===== src/rtl/time_bcd_formatter.sv =====
// Binary seconds (0..5999) to MM:SS BCD digits for the character renderer.
// Fixed 16-clock latency: 7-step restoring divide by 60, then 7-step double-dabble.
module time_bcd_formatter #(
    parameter int IN_W        = 16,
    parameter int MAX_SECONDS = 5999
) (
    input  logic            clk,
    input  logic            rst_n,
    input  logic [IN_W-1:0] time_in,
    input  logic [1:0]      estado_in,
    output logic [3:0]      min_tens,
    output logic [3:0]      min_units,
    output logic [3:0]      sec_tens,
    output logic [3:0]      sec_units,
    output logic [1:0]      estado_out,
    output logic            busy,
    output logic            done
);

    typedef enum logic [1:0] {
        IDLE = 2'd0,
        DIV  = 2'd1,
        BCD  = 2'd2,
        DONE = 2'd3
    } state_e;

    localparam logic [IN_W-1:0] MAX_IN = IN_W'(MAX_SECONDS);
    localparam logic [12:0]     MAX13  = 13'(MAX_SECONDS);

    state_e          state_q;
    logic [2:0]      cnt_q;
    logic [IN_W-1:0] last_time_q;
    logic [1:0]      last_est_q;
    logic [12:0]     work_q;
    logic [1:0]      est_work_q;
    logic [6:0]      quo_q;
    logic [14:0]     mshift_q;
    logic [14:0]     sshift_q;
    logic [3:0]      min_tens_q;
    logic [3:0]      min_units_q;
    logic [3:0]      sec_tens_q;
    logic [3:0]      sec_units_q;
    logic [1:0]      estado_q;
    logic            done_q;

    logic            trigger_d;
    logic [12:0]     clamp_d;
    logic [13:0]     trial_d;
    logic [12:0]     work_d;
    logic [6:0]      quo_d;

    // One double-dabble step: BCD pair in [14:7], binary in [6:0].
    function automatic logic [14:0] dd_shift(input logic [14:0] s);
        logic [14:0] a;
        a = s;
        if (a[14:11] >= 4'd5) a[14:11] = a[14:11] + 4'd3;
        if (a[10:7] >= 4'd5)  a[10:7]  = a[10:7] + 4'd3;
        return {a[13:0], 1'b0};
    endfunction

    always_comb begin
        trigger_d = (time_in != last_time_q) || (estado_in != last_est_q);
        clamp_d   = (time_in > MAX_IN) ? MAX13 : time_in[12:0];
        // Quotient bit cnt_q weighs 60 << cnt_q; no borrow means the bit is 1.
        trial_d   = {1'b0, work_q} - (14'd60 << cnt_q);
        work_d    = trial_d[13] ? work_q : trial_d[12:0];
        quo_d     = {quo_q[5:0], ~trial_d[13]};
    end

    always_ff @(posedge clk or negedge rst_n) begin
        if (!rst_n) begin
            state_q     <= IDLE;
            cnt_q       <= 3'd0;
            last_time_q <= '0;
            last_est_q  <= 2'd1;
            work_q      <= 13'd0;
            est_work_q  <= 2'd1;
            quo_q       <= 7'd0;
            mshift_q    <= 15'd0;
            sshift_q    <= 15'd0;
            min_tens_q  <= 4'd0;
            min_units_q <= 4'd0;
            sec_tens_q  <= 4'd0;
            sec_units_q <= 4'd0;
            estado_q    <= 2'd1;
            done_q      <= 1'b0;
        end else begin
            done_q <= 1'b0;
            unique case (state_q)
                IDLE: begin
                    if (trigger_d) begin
                        last_time_q <= time_in;
                        last_est_q  <= estado_in;
                        work_q      <= clamp_d;
                        est_work_q  <= estado_in;
                        quo_q       <= 7'd0;
                        cnt_q       <= 3'd6;
                        state_q     <= DIV;
                    end
                end
                DIV: begin
                    work_q <= work_d;
                    quo_q  <= quo_d;
                    if (cnt_q == 3'd0) begin
                        mshift_q <= {8'd0, quo_d};
                        sshift_q <= {8'd0, work_d[6:0]};
                        cnt_q    <= 3'd6;
                        state_q  <= BCD;
                    end else begin
                        cnt_q <= cnt_q - 3'd1;
                    end
                end
                BCD: begin
                    mshift_q <= dd_shift(mshift_q);
                    sshift_q <= dd_shift(sshift_q);
                    if (cnt_q == 3'd0) begin
                        state_q <= DONE;
                    end else begin
                        cnt_q <= cnt_q - 3'd1;
                    end
                end
                DONE: begin
                    min_tens_q  <= mshift_q[14:11];
                    min_units_q <= mshift_q[10:7];
                    sec_tens_q  <= sshift_q[14:11];
                    sec_units_q <= sshift_q[10:7];
                    estado_q    <= est_work_q;
                    done_q      <= 1'b1;
                    state_q     <= IDLE;
                end
                default: state_q <= IDLE;
            endcase
        end
    end

    assign min_tens   = min_tens_q;
    assign min_units  = min_units_q;
    assign sec_tens   = sec_tens_q;
    assign sec_units  = sec_units_q;
    assign estado_out = estado_q;
    assign busy       = (state_q != IDLE);
    assign done       = done_q;

endmodule


===== config.mk =====
export PLATFORM = sky130hd
export DESIGN_NAME = time_bcd_formatter
export DESIGN_NICKNAME = d
export VERILOG_FILES = /design/src/rtl/time_bcd_formatter.sv
export SDC_FILE = /design/constraint.sdc
export NUM_CORES = 1
export LEC_CHECK = 0
export CAP_MARGIN = 20
export CELL_PAD_IN_SITES_DETAIL_PLACEMENT = 0
export CELL_PAD_IN_SITES_GLOBAL_PLACEMENT = 1
export CORE_MARGIN = 2
export CORE_UTILIZATION = 55
export CTS_BUF_LIST = sky130_fd_sc_hd__clkbuf_16
export DETAILED_ROUTE_END_ITERATION = 12
export DONT_BUFFER_PORTS = 1
export PLACE_DENSITY = 0.89
export REMOVE_ABC_BUFFERS = 1
export SLEW_MARGIN = 20
export SYNTH_ARGS = -nofsm -noshare
export SYNTH_HDL_FRONTEND = slang
export SYNTH_SLANG_ARGS = --single-unit
export TNS_END_PERCENT = 100

===== constraint.sdc =====
create_clock -name clk -period 9.1 [get_ports clk]
set_input_delay 1.82 -clock clk [delete_from_list [all_inputs] [get_ports clk]]
set_output_delay 1.82 -clock clk [all_outputs]
set_load 0.01 [all_outputs]

; After elaboration in Yosys (flattened, before gate mapping)
; Index checks and enable logic that the tools add are counted.
[word_totals]
memories = 0
latch_bits = 0
romBits = 0
ramBits = 0
regBits = 91
[classes]
magnitude_cmp = 5
div_mod_pow = 0
reduce_logical = 13
n_shift = 1
n_eq_ne = 10
mux = 23
n_addsub = 6
n_bitwise = 1
n_mul = 0
[op_table]
columns = op, n
row1 = $pmux 15 s2, 2
row2 = $mux 13, 3
row3 = $mux 15, 2
row4 = $pmux 13 s2, 1
row5 = $ge 4x3->1 const B, 4
row6 = $gt 16x13->1 const B, 1
row7 = $ne 16x16->1, 1
row8 = $mux 3, 5
row9 = $shl 6x3->14 const A, 1
row10 = $sub 13x14->14, 1
row11 = $pmux 6 s2, 1
row12 = $ne 2x2->1 const B, 5
row13 = $pmux 3 s3, 1
row14 = $reduce_and 3->1, 3
row15 = $add 4x2->4 const B, 2
row16 = $mux 4, 2
row17 = $pmux 2 s4, 1
row18 = $add 3x2->3 const B, 2
row19 = $mux 2, 3
row20 = $mux 6, 1
row21 = $reduce_and 2->1, 3
row22 = $reduce_bool 2->1, 3
row23 = $eq 2x2->1 const B, 2
row24 = $logic_not 3->1, 1
row25 = 8 further kinds, 8

; Logic depth before layout (Yosys ltp)
; Gate-level depths: netlist (run 1).
[depth]
ltp_word = 5
depth_mapped = 12
ltp_nobuf = 11

; Worst setup path after synthesis (run 1)
; No wires, ideal clock.
[synth_timing]
path_kind = input-to-reg
from = in estado_in[1]
to = reg work_q[10]
path_slack_ps = 5569
t_arrival_ps = 3406
stages = 7
path_buffers = 1
path_cell_list = xor2_1 > nor4_2 > nand3_2 > o31a_2 > and2_1 > buf_6 > mux2_4
[synth_via]
elab_chain_len = 4
[synth_rtl]
columns = element, line
row1 = start: declaration, 10  ; input logic [1:0] estado_in,
row2 = $ne 2x2->1, 62  ; trigger_d = (time_in != last_time_q) || (estado_in != last_est_q);
row3 = $logic_or 1x1->1, 62
row4 = $ne 2x2->1 (no line), -
row5 = $reduce_and 3->1 (no line), -
row6 = end signal: assignment, 94  ; work_q <= clamp_d;
row7 = end signal: assignment, 102  ; work_q <= work_d;
row8 = end: declaration, 34  ; logic [12:0] work_q;
; No other way between the ends.
; A chain may end at the register's enable or synchronous reset.

; Worst setup path in the final report (run 1)
[layout_timing]
from = reg cnt_q[0]
to = reg work_q[9]
[layout_via]
elab_chain_len = 4
word_cells_on_any_way = 6
cone_classes = 1 x add/sub / 1 x eq/ne / 1 x shift / 2 x mux / 1 x reduce/logical
[layout_rtl]
columns = element, line
row1 = start: declaration, 31  ; logic [2:0] cnt_q;
row2 = start signal: assignment, 110  ; cnt_q <= cnt_q - 3'd1;
row3 = start signal: assignment, 119  ; cnt_q <= cnt_q - 3'd1;
row4 = $shl 6x3->14 *, 65  ; trial_d = {1'b0, work_q} - (14'd60 << cnt_q);
row5 = $sub 13x14->14 *, 65
row6 = $mux 13 / $ne 2x2->1 (equally long branches), -
row7 = $pmux 13 s2 / $reduce_and 3->1 (equally long branches), -
; Every way passes the cells marked *; elsewhere a longest branch is shown, timed or not. The select of a mux whose other input is x is not followed.

==> summary.txt, run 1 <==
Outcome
  • Outcome: complete, no violations

Logic synthesis
  • Mapped Area: 5149 µm²
  • Post-Synth XOR/XNOR Area: 5.103%
  • Yosys warns: 0
  • Mapped Cells: 492
  • Area leader, netlist: dfrtp_1
  • Synth Register Bits: 91
  • Top cells by count, synth: 89 x dfrtp_1, 36 x mux2_2, 36 x o21ai_0
  • Mux share of post-synthesis cell area: 11.96%
  • Sequential element share of the synthesized area: 44.28%
  • Simple-gate portion of the synthesized area: 10.04%
  • Ys async rst share: 100.0%
  • Synth top area cells: dfrtp_1 43%, mux2_2 7.9%, ha_1 7.5%, mux2i_1 3.5%, o21ai_0 3.5%
  • Share of the synthesized area in the top cell type: 43.26%
  • Avg Cell Area, Syn: 10.46 µm²
  • Largest family of logic cells by synthesized area: compound AO/OA/AOI/OAI gates
  • Most common cell in the synthesized netlist: dfrtp_1
  • Post-synth EDFFs: 0
  • Most used DFF post-synth: dfrtp_1
  • Post-synthesis cell type count: 63
  • Adder-Cell Fraction of Synth Area: 7.533%
  • Compound-cell area share of the yosys netlist: 17.40%

Drt
  • Vias: 3,739
  • Remaining DRCs: 0
  • Met1 Wirelength: 4.755 mm
  • Post-DR vias/cell: 6.190
  • DR pass1 iterations: 4
  • Routed wl met3: 595 µm
  • DR WL met2: 5.249 mm
  • Post-route ant nets: 0
  • Wire per inst: 17.80 µm
  • DR top layer: met4
  • Initial DRC Count: 220
  • WL final: 10.75 mm

Worst setup path
  • Worst R2R Setup Slack: 5.48 ns
  • Crit. End Element: flop
  • Startpoint types: flop
  • Critical path peak fanout: 10
  • R2R Path End: work_q[9]
  • Cells on worst reg2reg path: 11
  • Crit Path Class: flop to flop
  • Worst r2r src: cnt_q[0]
  • Critical path arrival: 3.84 ns
  • Worst Path Required: 9.33 ns

Finish
  • Diode count: 0
  • Layout cell share with drive strength beyond 1: 14.81%
  • Final net count: 539
  • Layout area overhead: 8.019%
  • Layout Cells excl Fill: 604
  • Final core occ: 60.77%
  • Fill cells: 726

Clock network
  • Htree depth: 3
  • CTS buffer count: 9
  • CTS Hold Bufs: 0
  • CTS Root Cell: clkbuf_16
  • Clock Latency Late Sink: 0.34 ns
  • CTS tree: done
  • Clock sinks: 91
  • Post-CTS Setup Bufs: 0
  • Post_cts resized: 0
  • Longest Clk Path Bufs: 2
  • Worst-path clk slew: 0.07 ns

Floorplan
  • DIE AREA: 10,150 µm²
  • Die Height: 100.8 µm
  • Ports: 40
  • Core area: 9153 µm²
  • Initial Util: 56.25%
  • Cell row count: 35
  • Die width: 100.8 µm

Timing
  • Relative slew slack: 31.38%
  • Final Hold Fails: 0
  • Final Skew: 0.006273 ns
  • Setup-failing EPs final: 0
  • Final period util: 39.73%
  • Minimum clock period: 3.616 ns
  • Final setup TNS: 0 ns
  • Actual slew at the worst max-slew pin: 1.029 ns
  • FMAX: 276.6 MHz
  • RSZ-0062 raised after global routing: false
  • Final Max Tran Viols: 0

Global route
  • Gr ovfl total: 0
  • Largest net degree at the start of global routing: 92
  • First-pass GRT wire length: 18.07 mm
  • Antenna violations before repair: 0
  • GRT Resource Usage Total: 22.58%
  • Vias in the first global route: 3,736

Pwr
  • Max VDD drop: 275.9 µV
  • PwrDens: 424.1 nW/µm²
  • P_leak: 2.416 nW

Job
  • Max Cap Viol: 0

Worst hold path
  • Worst min path class: flop to flop
  • WHS Path Cells: 2
  • Hold path endpoint: mshift_q[2]
  • Hold path startpoint: mshift_q[2]

Place
  • Final GP Congestion: 0.8982
  • Post-DP HPWL: 7.499 mm
  • PortBufs: 0
  • Placed instance count: 588
-- final cells by class --
class | instances | area [µm²] | area share, %
multi-input combinational | 353 | 2685 | 48.28
sequential | 91 | 2280 | 40.99
clock buffer | 9 | 225.2 | 4.049
tap | 111 | 138.9 | 2.497
inverter | 29 | 108.9 | 1.957
clock inverter | 7 | 93.84 | 1.687
timing repair buffer | 4 | 30.03 | 0.5399
-- layer usage --
layer | track usage, % | vias up
li1 | - | 1787
met3 | 5.895 | 16
met5 | 0 | -
met2 | 37.13 | 99
met4 | 5.269 | 0
met1 | 30.02 | 1837
-- state kept, by name (all words and copies together), names as in the netlist --
| name | flops |
|---|---|
| estado_out | 2 |
| work_q | 13 |
| min_tens | 4 |
| done | 1 |
| est_work_q | 2 |
| sec_tens | 4 |
| sshift_q | 15 |
| min_units | 4 |
| last_time_q | 16 |
| cnt_q | 3 |
| quo_q | 6 |
| mshift_q | 15 |
| sec_units | 4 |
| state_q | 2 |
-- power breakdown --
part	switching (mW)	leakage (nW)	total [mW]	internal (mW)
clock network	0.172	0.153	0.393	0.221
registers	0.146	1.13	0.727	0.581
logic	0.694	1.13	1.24	0.545
-- how the worst max path moves through the flow --
stage	to	slack [ns]	from
finish	work_q[9]	5.48	cnt_q[0]
global route	work_q[9]	5.13	cnt_q[1]
global placement	work_q[12]	5.43	time_in[10]
CTS	work_q[9]	5.50	cnt_q[0]
floorplan	est_work_q[1]	4.62	estado_in[1]
detailed placement	work_q[12]	5.36	time_in[10]
-- critical path: stages (launching register included) --
cell and delay [ns]:
dfrtp_1 0.43, inv_1 0.14, ha_1 0.19, nor2b_1 0.35, clkinv_1 0.38, ha_1 0.46, o211ai_1 0.14, a21oi_1 0.29
a211oi_2 0.10, o211ai_1 0.36, and2_1 0.33, mux2_4 0.32
-- kinds of logic after synthesis --
kind of cell / count (synthesis)
compound gates: 135
xor+xnor: 30
fa+ha+maj: 31
buf+inv: 48
flops: 91
mux: 56
simple gates: 101
-- per-stage QoR --
stage | total power [mW] | hold WS (ns) | area (µm²) | setup slack (ns)
finish | 2.359 | 0.4907 | 5562 | 5.484
global route | 2.543 | 0.5216 | 5562 | 5.130
CTS | 2.360 | 0.4919 | 5555 | 5.503
detailed placement | 1.955 | 0.4757 | 5236 | 5.363
global placement | 1.926 | 0.4575 | 5236 | 5.434
floorplan | 1.674 | 0.4412 | 5067 | 4.624
-- layout by cell type (no fill, tap or decap), drive strengths merged, types with 13 or more instances in the layout --
cell type / instances
nor2: 21
dfrtp: 89
a21oi: 31
ha: 31
inv: 31
xnor2: 13
xor2: 17
nand2: 35
mux2: 38
mux2i: 18
o21ai: 38
No activity file was read; power rests on OpenSTA's default activity.
==> run 2: changes to the inputs <==
--- a/config.mk
+++ b/config.mk
@@ -9,11 +9,11 @@
 export CELL_PAD_IN_SITES_DETAIL_PLACEMENT = 0
 export CELL_PAD_IN_SITES_GLOBAL_PLACEMENT = 1
 export CORE_MARGIN = 2
-export CORE_UTILIZATION = 55
+export CORE_UTILIZATION = 46
 export CTS_BUF_LIST = sky130_fd_sc_hd__clkbuf_16
 export DETAILED_ROUTE_END_ITERATION = 12
 export DONT_BUFFER_PORTS = 1
-export PLACE_DENSITY = 0.89
+export PLACE_DENSITY = 0.79
 export REMOVE_ABC_BUFFERS = 1
 export SLEW_MARGIN = 20
 export SYNTH_ARGS = -nofsm -noshare
==> constraint.sdc (replaced) <==
create_clock -name clk -period 3.05 [get_ports clk]
set_input_delay 0.61 -clock clk [delete_from_list [all_inputs] [get_ports clk]]
set_output_delay 0.61 -clock clk [all_outputs]
set_load 0.01 [all_outputs]
==> run 2 against run 1 <==
Utilization shrank 8.6 points. Largest cell class unchanged. Clock-buffer cell count unchanged. Clock power rose to 2.7 times the previous value.
==> summary.txt, run 2 (synthesis results as in run 1) <==
Worst setup path
  • Worst r2r src: cnt_q[0]
  • Worst R2R Setup Slack: 0.14 ns
  • Crit Path Class: flop to flop
  • R2R Path End: sshift_q[4]
  • CP cell instances: inv_2 > ha_1 > nor2_1 > a21oi_1 > ha_1 > and2_1 > a221o_1 > a211oi_2 > o21ai_4 > a221oi_1 > o21ai_0
  • Critical path arrival: 3.11 ns
  • Slowest CP cell: dfrtp_2
  • Worst path most repeated cell: ha_1
  • Critical path peak fanout: 9
  • Worst Path Required: 3.25 ns
  • Cells on worst reg2reg path: 11
  • Slowest Stage Delay on Critical Path: 0.42 ns
  • Crit. End Element: flop
  • Startpoint types: flop

Job
  • Max Cap Viol: 0

Finish
  • Layout cell share with drive strength beyond 1: 17.17%
  • Register area: 2281 µm²
  • Fill cells: 962
  • Largest register FFs: 16
  • Layout Cells excl Fill: 641
  • Diode count: 0
  • Biggest register: last_time_q
  • Layout area overhead: 10.35%
  • Final net count: 548
  • Top Registers: last_time_q x16, mshift_q x15, sshift_q x15
  • Footprint of the multi-input gates: 2715 µm²
  • Design Area, Final: 5682 µm²
  • Commonest non-fill, non-tap cell in the layout: dfrtp_1
  • Most frequent cells in the layout: 88 x dfrtp_1, 36 x mux2_2, 35 x nand2_1, 35 x o21ai_0, 30 x a21oi_1

Place
  • Placed instance area: 5333 µm²
  • PortBufs: 0
  • Final GP Congestion: 0.8432
  • Post-DP HPWL: 7.897 mm
  • Placed instance count: 625
  • Dpl ws: 0.04049 ns

Pwr
  • Switching pwr: 3.003 mW
  • Clk pwr share: 15.0%
  • Max VDD drop: 654.2 µV
  • Sw Share: 42.41%
  • Flop pwr share: 30.5%
  • P_leak: 2.458 nW
  • Pint: 4.079 mW
  • Power share of the combinational group: 54.4%
  • Overall Power: 7.082 mW
  • PwrDens: 1246 nW/µm²

Timing
  • Final Hold Fails: 0
  • Final setup TNS: 0 ns
  • Setup-failing EPs final: 0
  • Final period util: 95.27%
  • Relative slew slack: 52.04%
  • Final Max Tran Viols: 0
  • Minimum clock period: 2.906 ns
  • Setup ws final: 0.1441 ns
  • Final Skew: 0.006603 ns
  • FMAX: 344.1 MHz
  • RSZ-0062 raised after global routing: false
  • Actual slew at the worst max-slew pin: 0.7118 ns

Floorplan
  • Initial Util: 47.29%
  • DIE AREA: 12,050 µm²
  • Die width: 109.8 µm
  • Core area: 10,890 µm²
  • Die Height: 109.8 µm
  • Ports: 40
  • Cell row count: 38

Clock network
  • CTS Root Cell: clkbuf_16
  • CTS tree: done
  • Clock sinks: 91
  • Longest Clk Path Bufs: 2
  • Htree depth: 3
  • CTS buffer count: 9
  • Clock Latency Late Sink: 0.33 ns
  • Worst-path clk slew: 0.06 ns

Global route
  • Antenna violations before repair: 0
  • Largest net degree at the start of global routing: 90
  • Gr ovfl total: 0
  • Vias in the first global route: 3,662
  • First-pass GRT wire length: 18.21 mm
  • GRT Resource Usage Total: 19.72%

Drt
  • Post-route ant nets: 0
  • Wire per inst: 17.56 µm
  • Initial DRC Count: 228
  • DR pass1 iterations: 4
  • Remaining DRCs: 0
  • Vias: 3,691
  • Post-DR vias/cell: 5.758
  • WL final: 11.26 mm

Worst hold path
  • Worst min path class: input pin to async pin

Outcome
  • Outcome: complete, no violations
-- run 2: changes by cell type in the layout (fill, tap and decap cells not counted), moves of 2 or more --
cell / delta
buf_4: +8
clkinv_1: +2
ha_1: -2
inv_2: +2
inv_8: -2
-- run 2: power by group through the flow --
| stage | registers, mW | clock network, mW | logic (mW) |
|---|---|---|---|
| floorplan | 2.07 | 0 | 2.93 |
| global placement | 2.16 | 0 | 3.65 |
| detailed placement | 2.18 | 0 | 3.70 |
| CTS | 2.16 | 1.10 | 3.76 |
| global route | 2.23 | 1.14 | 4.29 |
| finish | 2.16 | 1.06 | 3.86 |
-- run 2: worst max-delay path by stage --
stage	slack (ns)	cells past startpoint	end	startpoint
final	0.14	11	sshift_q[4]	cnt_q[0]
after global routing	0.02	11	work_q[9]	cnt_q[1]
after CTS	0.04	11	work_q[11]	cnt_q[0]
after detailed placement	0.04	11	sshift_q[4]	cnt_q[0]
after global placement	0.14	11	sshift_q[4]	cnt_q[0]
after floorplan	-0.22	5	est_work_q[1]	estado_in[1]
-- run 2: routing by layer --
metal  share of wire [%]  GRT usage, %  wire, µm
met2                  48         31.24      5451
met1                  46         26.53      5163
met3                 5.0         5.216       559
met5                   0             0         0
met4                0.73         5.696        82
-- run 2: critical path, delay by kind of cell (launching register included) --
kind,cells,cell delay [ns]
AOI/OAI and AO/OA,6,1.45
adders and majority gates,2,0.55
buffers and inverters,1,0.07
DFF,1,0.42
and+or+nand+nor,2,0.27
-- run 2: final cells by class --
cell class	instances	area share [%]
clock buffers	9	3.964
clock inverters	6	1.035
inverters	29	1.916
multi-input cells	353	47.79
flip-flops and latches	91	40.15
well taps	140	3.083
repair buffers	13	2.070
-- run 2: repair_timing --
action                                 CTS  global route
gates resized for setup                  0            11
setup buffers                            0             0
setup endpoints to repair                0            17
endpoints found under the hold margin   89             0
hold buffers                             1             0
-- run 2: through the flow --
step	hold WS, ns	util [%]
floorplan	0.3144	-
global placement	0.3207	48.98
detailed placement	0.3188	48.98
CTS	0.1042	51.84
global route	0.1009	52.18
finish	0.1202	52.18
